File: src/rtl/bcd_hex_multi_counter.sv
// N-digit cascaded BCD/hex up/down counter with prescaler, terminal-count enable and wrap flags.
// Optional parallel load (load, load_val) is built when BCD_HEX_MULTI_COUNTER_LOAD_EN is defined.
module bcd_hex_multi_counter #(
    parameter int unsigned DIGITS   = 4,
    parameter int unsigned STEP_DIV = 1
) (
    input  logic                  clkSignal,
    input  logic                  rst,
    input  logic                  enable,
    input  logic                  upDown,
    input  logic                  BCDHex,
    input  logic                  clear,
`ifdef BCD_HEX_MULTI_COUNTER_LOAD_EN
    input  logic                  load,
    input  logic [4*DIGITS-1:0]   load_val,
`endif
    output logic [4*DIGITS-1:0]   count,
    output logic                  enout,
    output logic                  wrap_pulse,
    output logic                  wrapped
);

    localparam int unsigned CW   = 4 * DIGITS;
    localparam int unsigned PW   = (STEP_DIV > 1) ? $clog2(STEP_DIV) : 1;
    localparam logic [PW-1:0] PMAX = PW'(STEP_DIV - 1);

    logic [CW-1:0]     count_q, count_d;
    logic [PW-1:0]     presc_q, presc_d;
    logic              wrap_pulse_q, wrap_pulse_d;
    logic              wrapped_q, wrapped_d;
    logic [DIGITS-1:0] term_c;
    logic [DIGITS-1:0] ripple_c;
    logic              all_term_c;
    logic              presc_max_c;
    logic              step_c;

    // Next value of one digit when it steps; illegal BCD digits are folded back into 0..9.
    function automatic logic [3:0] digit_next(input logic [3:0] d, input logic up, input logic hex);
        logic [3:0] r;
        if (up) begin
            if (hex)            r = d + 4'd1;
            else if (d >= 4'd9) r = 4'd0;
            else                r = d + 4'd1;
        end else begin
            if (hex)            r = d - 4'd1;
            else if (d == 4'd0) r = 4'd9;
            else if (d > 4'd9)  r = 4'd9;
            else                r = d - 4'd1;
        end
        return r;
    endfunction

    // Per-digit terminal detection for the current direction and mode.
    always_comb begin
        term_c = '0;
        for (int i = 0; i < DIGITS; i++) begin
            if (!upDown)     term_c[i] = (count_q[4*i +: 4] == 4'd0);
            else if (BCDHex) term_c[i] = (count_q[4*i +: 4] == 4'hF);
            else             term_c[i] = (count_q[4*i +: 4] >= 4'd9);
        end
    end

    // Ripple-enable chain: digit i steps only when all lower digits are terminal.
    always_comb begin
        ripple_c   = '0;
        all_term_c = 1'b1;
        for (int i = 0; i < DIGITS; i++) begin
            ripple_c[i] = all_term_c;
            all_term_c  = all_term_c & term_c[i];
        end
    end

    assign presc_max_c = (presc_q == PMAX);
    assign step_c      = enable & presc_max_c;
    assign enout       = step_c & all_term_c;

    always_comb begin
        count_d      = count_q;
        presc_d      = presc_q;
        wrap_pulse_d = 1'b0;
        wrapped_d    = wrapped_q;
        if (clear) begin
            count_d   = '0;
            presc_d   = '0;
            wrapped_d = 1'b0;
        end
`ifdef BCD_HEX_MULTI_COUNTER_LOAD_EN
        else if (load) begin
            count_d = load_val;
            presc_d = '0;
        end
`endif
        else if (step_c) begin
            presc_d      = '0;
            wrap_pulse_d = all_term_c;
            wrapped_d    = wrapped_q | all_term_c;
            for (int i = 0; i < DIGITS; i++) begin
                if (ripple_c[i]) count_d[4*i +: 4] = digit_next(count_q[4*i +: 4], upDown, BCDHex);
            end
        end else if (enable) begin
            presc_d = presc_q + PW'(1);
        end
    end

    always_ff @(posedge clkSignal or posedge rst) begin
        if (rst) begin
            count_q      <= '0;
            presc_q      <= '0;
            wrap_pulse_q <= 1'b0;
            wrapped_q    <= 1'b0;
        end else begin
            count_q      <= count_d;
            presc_q      <= presc_d;
            wrap_pulse_q <= wrap_pulse_d;
            wrapped_q    <= wrapped_d;
        end
    end

    assign count      = count_q;
    assign wrap_pulse = wrap_pulse_q;
    assign wrapped    = wrapped_q;

endmodule

File: config.mk
export PLATFORM = sky130hd
export DESIGN_NAME = bcd_hex_multi_counter
export DESIGN_NICKNAME = d
export VERILOG_FILES = /design/src/rtl/bcd_hex_multi_counter.sv
export SDC_FILE = /design/constraint.sdc
export NUM_CORES = 1
export LEC_CHECK = 0
export ABC_CLOCK_PERIOD_IN_PS = 4090
export CORE_ASPECT_RATIO = 1.75
export CORE_MARGIN = 2
export CORE_UTILIZATION = 53
export DETAILED_ROUTE_END_ITERATION = 12
export PLACE_DENSITY = 0.79
export SLEW_MARGIN = 40
export SYNTH_ARGS = -nofsm -noshare
export SYNTH_HDL_FRONTEND = slang
export SYNTH_SLANG_ARGS = --single-unit
File: constraint.sdc
create_clock -name clkSignal -period 4.09 [get_ports clkSignal]
set_clock_uncertainty 0.05 [all_clocks]
set_input_delay 0.818 -clock clkSignal [delete_from_list [all_inputs] [get_ports clkSignal]]
set_output_delay 0.818 -clock clkSignal [all_outputs]
set_load 0.01 [all_outputs]
Word-level counts from Yosys, hierarchy flattened
Cells that the tools add are included.

Register bits: 19. Bits in latches: 0. RAM bits: 0. ROM bits: 0. Input port bits: 6. Output and inout port bits: 19. Word-level logic and storage cells: 91. Memories kept: 0.

Add/sub/neg operators: 9. Multiply operators: 0. Divide/modulo/power cells: 0. Order comparisons: 8. Eq/ne operators: 4. Shift operators: 0. Muxes and demuxes: 44. Bitwise gates (word level): 7. Reduce and logical (&&, ||, !) cells: 12.

Operators by type and width (count): 4-bit 2-to-1 mux (27); 16-bit 2-to-1 mux (2); 4-bit by 1-bit adder with 4-bit output (second input constant) (4); 4-bit equality test (second input constant) (4); 4-bit greater-or-equal comparator (second input constant) (4); 4-bit greater-than comparator (second input constant) (4); 4-bit logical NOT (4); 4-bit by 1-bit subtractor with 4-bit output (second input constant) (4); 1-bit 2-to-1 mux (15); 2-bit nonzero test (4); 2-bit AND reduction (3); 1-bit AND (5); 3-bit nonzero test (1); 1-bit adder (second input constant) (1); 1-bit inverter (1); 1-bit bitwise OR (1).

Depth between registers and ports, before layout
Word-level depth: 9. Gate-level depth with buffers: 8.

Worst setup path before layout
No wires, ideal clock.

Path kind: input -> output. Start: input BCDHex. End: output enout. Arrival time: 2042 ps. Data required time: 3222 ps. Path slack: 1180 ps. Stages on the path: 5. Cells stage by stage: clkbuf_1 -> nand2b_1 -> o21ai_0 -> a41oi_1 -> a2111oi_2.

Cells in the longest elaborated chain, start to end: 6.

RTL lines: from (decl) (RTL line 11) `input logic BCDHex,`; 1-bit 2-to-1 mux (RTL line 58) `else if (BCDHex) term_c[i] = (count_q[4*i +: 4] == 4'hF);`; 1-bit 2-to-1 mux (RTL line 57) `if (!upDown) term_c[i] = (count_q[4*i +: 4] == 4'd0);`; 1-bit AND (2 in series) (RTL line 69) `all_term_c = all_term_c & term_c[i];`; 1-bit AND (*) (RTL line 69); 1-bit AND (*) (RTL line 75) `assign enout = step_c & all_term_c;`; to (decl) (RTL line 18) `output logic enout,`.

Mark *: on every way between the ends. The rest lies on a longest branch, timed or not.

Worst setup path after layout
Same ends and word-level chain as after synthesis.

==> run_results.csv <==
group,metric,value,unit
die,fp-row-count,28,
clock_network,ctsHoldBuffers,0,
sta,clock.fmax,0.250,GHz
detailed_routing,firstDrtPassIters,4,
synthesis,ys_seq_area_frac,0.261,
layout,syn_to_final_growth,19.5,%
detailed_routing,vias,1746,
synthesis,synthArstFlopShare,1.00,
sta,rsz0062_at_grt,"no",
worst_setup_path,cp-end-kind,"primary output",
sta,finalHoldWorstSlack,0.448,ns
detailed_routing,drtIter0Drc,39,
worst_setup_path,critPathArrivalTime,3.13,ns
clock_network,clockRootBuffer,"clkbuf_8",
sta,worstMarginPinSlew,0.442,ns
global_routing,grt_max_degree,20,
pwr,peakVddDrop,0.157,mV
clock_network,cts.repair.resized,0,
worst_setup_path,r2r_slack,1.66,ns
detailed_routing,routed_via_density,6.15,
clock_network,cts_buffers,3,
worst_hold_path,worstHoldPathType,"flip-flop to flip-flop",
pwr,p_per_area,249,nW/um^2
layout,final_net_count,260,
die,start_util,0.548,
worst_hold_path,hold_depth,1,
detailed_routing,routed_wl,4.35,mm
layout,fillers,290,
layout,insertedDiodeCount,0,
synthesis,syn-num-nets,237,
global_routing,globalRouteOverflowTotal,0,
worst_setup_path,worstPathRequired,3.22,ns
synthesis,synth_most_common_cell,"dfrtp_1",
synthesis,yosysTopAreaCell,"dfrtp_1",
clock_network,clk_pin_slew,0.07,ns
die,ios,25,
worst_setup_path,rr_worst_depth,8,
worst_setup_path,startpoint,"BCDHex",
layout,layout-drive-gt1-share,0.117,
synthesis,synth_cells,217,
worst_setup_path,worstReg2RegStart,"count[0]",
worst_setup_path,critical_path.max_fanout,6,
sta,slew_viol_final,0,
clock_network,cts_buffer_depth,2,
global_routing,grt_pass1_vias,1654,
global_routing,grtUsageMet1,0.288,
global_routing,grt_busiest_layer,"met2",
sta,finalCritPeriodShare,0.977,
job,cap_violations,0,
worst_setup_path,reg2reg_to,"count[13]",
synthesis,syn_area_per_cell,8.40,um^2
sta,fin_tns_setup,0,ns
synthesis,ys_ff_latch,19,
clock_network,clk-insertion-delay-late,0.25,ns
die,dieWidth,48.3,um
synthesis,ys_types,58,
synthesis,synth_common_cells,"dfrtp_1 (19), inv_1 (15), ha_1 (14)",
global_routing,antenna_found_initial,0,
sta,hold_violations,0,
global_routing,grt_use_met3,0.0109,
sta,slew_headroom,0.705,
sta,finalCriticalPeriod,4.00,ns
pwr,p_leak,0.000874,uW
global_routing,met2_usage,0.438,
clock_network,htree_levels,1,
place,routabilityCongestion,0.802,
worst_setup_path,worstSetupPathType,"primary input to primary output",
die,design.core.area,3330,um^2
detailed_routing,antenna_left,0,
synthesis,synth_flop_cell,"dfrtp_1",
die,die-area,3940,um^2
global_routing,grt_pass1_wl,7.66,mm
worst_setup_path,endpoint,"enout",
run_status,status,"completed",
synthesis,synth_warnings,0,
worst_setup_path,worstSetupStartpointType,"primary input",
clock_network,postCtsSetupRepairBufs,0,
detailed_routing,remaining_drc_errors,0,
place,port_buffers,24,
clock_network,cts_tree,"done",
synthesis,synth-edff-count,0,
clock_network,cts_num_sinks,19,
synthesis,synthesis.area,1820,um^2
detailed_routing,wl_per_cell,15.3,um
sta,finalSetupViolCount,0,
synthesis,yosys-top-cells-area,"dfrtp_1 (26%), ha_1 (9.6%), o21ai_0 (3.3%)",
die,die-height,81.6,um
place,dp_hpwl,3.20,mm
synthesis,yosys.area.top_type_share,0.261,
global_routing,track_usage,0.240,
## power breakdown
| group | total (uW) | internal (uW) | switching, uW |
|---|---|---|---|
| Combinational | 189 | 90.5 | 98.7 |
| Clock | 133 | 67.7 | 65.6 |
| Sequential | 220 | 197 | 22.7 |
## sequential cells by signal, summed over array words and instances (netlist names)
signal,count
presc_q,1
count,16
wrap_pulse,1
wrapped,1
## metrics by stage
stage,cell area (um^2),setup slack (ns),total power [uW],instances,utilization
6_report,2180,0.0936,542,284,0.655
5_1_grt,2180,0.0439,579,284,0.655
4_1_cts,2180,0.147,544,284,0.655
3_5_place_dp,2130,0.161,411,280,0.641
3_3_place_gp,2130,0.180,408,280,0.641
2_1_floorplan,1820,1.18,352,217,-
## cell usage in the layout, fill, tap and decap left out, types with 3 or more instances in the layout
cell / count
a211oi_1: 4
a21oi_1: 10
a31oi_1: 3
and2_1: 3
buf_4: 10
clkbuf_8: 3
clkdlybuf4s50_1: 24
dfrtp_1: 19
ha_1: 14
inv_1: 14
nand2_1: 7
nand2b_1: 9
nand3_1: 11
nand4_1: 3
nor2_1: 12
nor2b_1: 5
nor3_1: 4
nor3b_1: 7
o211ai_1: 5
o21a_1: 3
o21ai_0: 12
o31ai_1: 3
xnor2_1: 3
xor2_1: 4
## layer usage
metal  wire, um  share of wire
met5          0              0
met4        149          0.034
met3        153          0.035
met2       2270           0.52
met1       1780           0.41
## critical path, cell delays in order
cell and delay, ns:
clkdlybuf4s50_1 0.53, nand2b_1 0.21, o21ai_0 0.33, a41oi_1 0.11, a2111oi_2 0.50, clkdlybuf4s50_1 0.62
## layout make-up
class                           instances  area [um^2]  area share
Multi-Input combinational cell        166         1210       0.555
Sequential cell                        19          475       0.218
Timing Repair Buffer                   35          335       0.154
Inverter                               15         56.3      0.0258
Tap cell                               45         56.3      0.0258
Clock buffer                            3         41.3      0.0190
Clock inverter                          1         5.00     0.00230
## cells by family (layout without fill, tap and decap cells)
kind of cell / count (synthesis) / count (layout) / share of synthesized area
buffers and inverters: 32 / 54 / 0.0762
XOR/XNOR: 7 / 7 / 0.0336
AO/OA/AOI/OAI: 74 / 74 / 0.305
multiplexers: 2 / 2 / 0.0110
flip-flops: 19 / 19 / 0.261
adder cells (fa/ha/maj): 14 / 14 / 0.0961
AND/OR/NAND/NOR: 69 / 69 / 0.217
## how the worst min path moves through the flow
stage,start,end,slack (ns)
detailed placement,wrapped,wrapped,0.44
CTS,wrapped,wrapped,0.46
finish,wrapped,wrapped,0.45
global placement,wrapped,wrapped,0.43
global route,wrapped,wrapped,0.48
floorplan,presc_q,presc_q,0.47
Note: power is estimated with default switching activity, not from simulation.
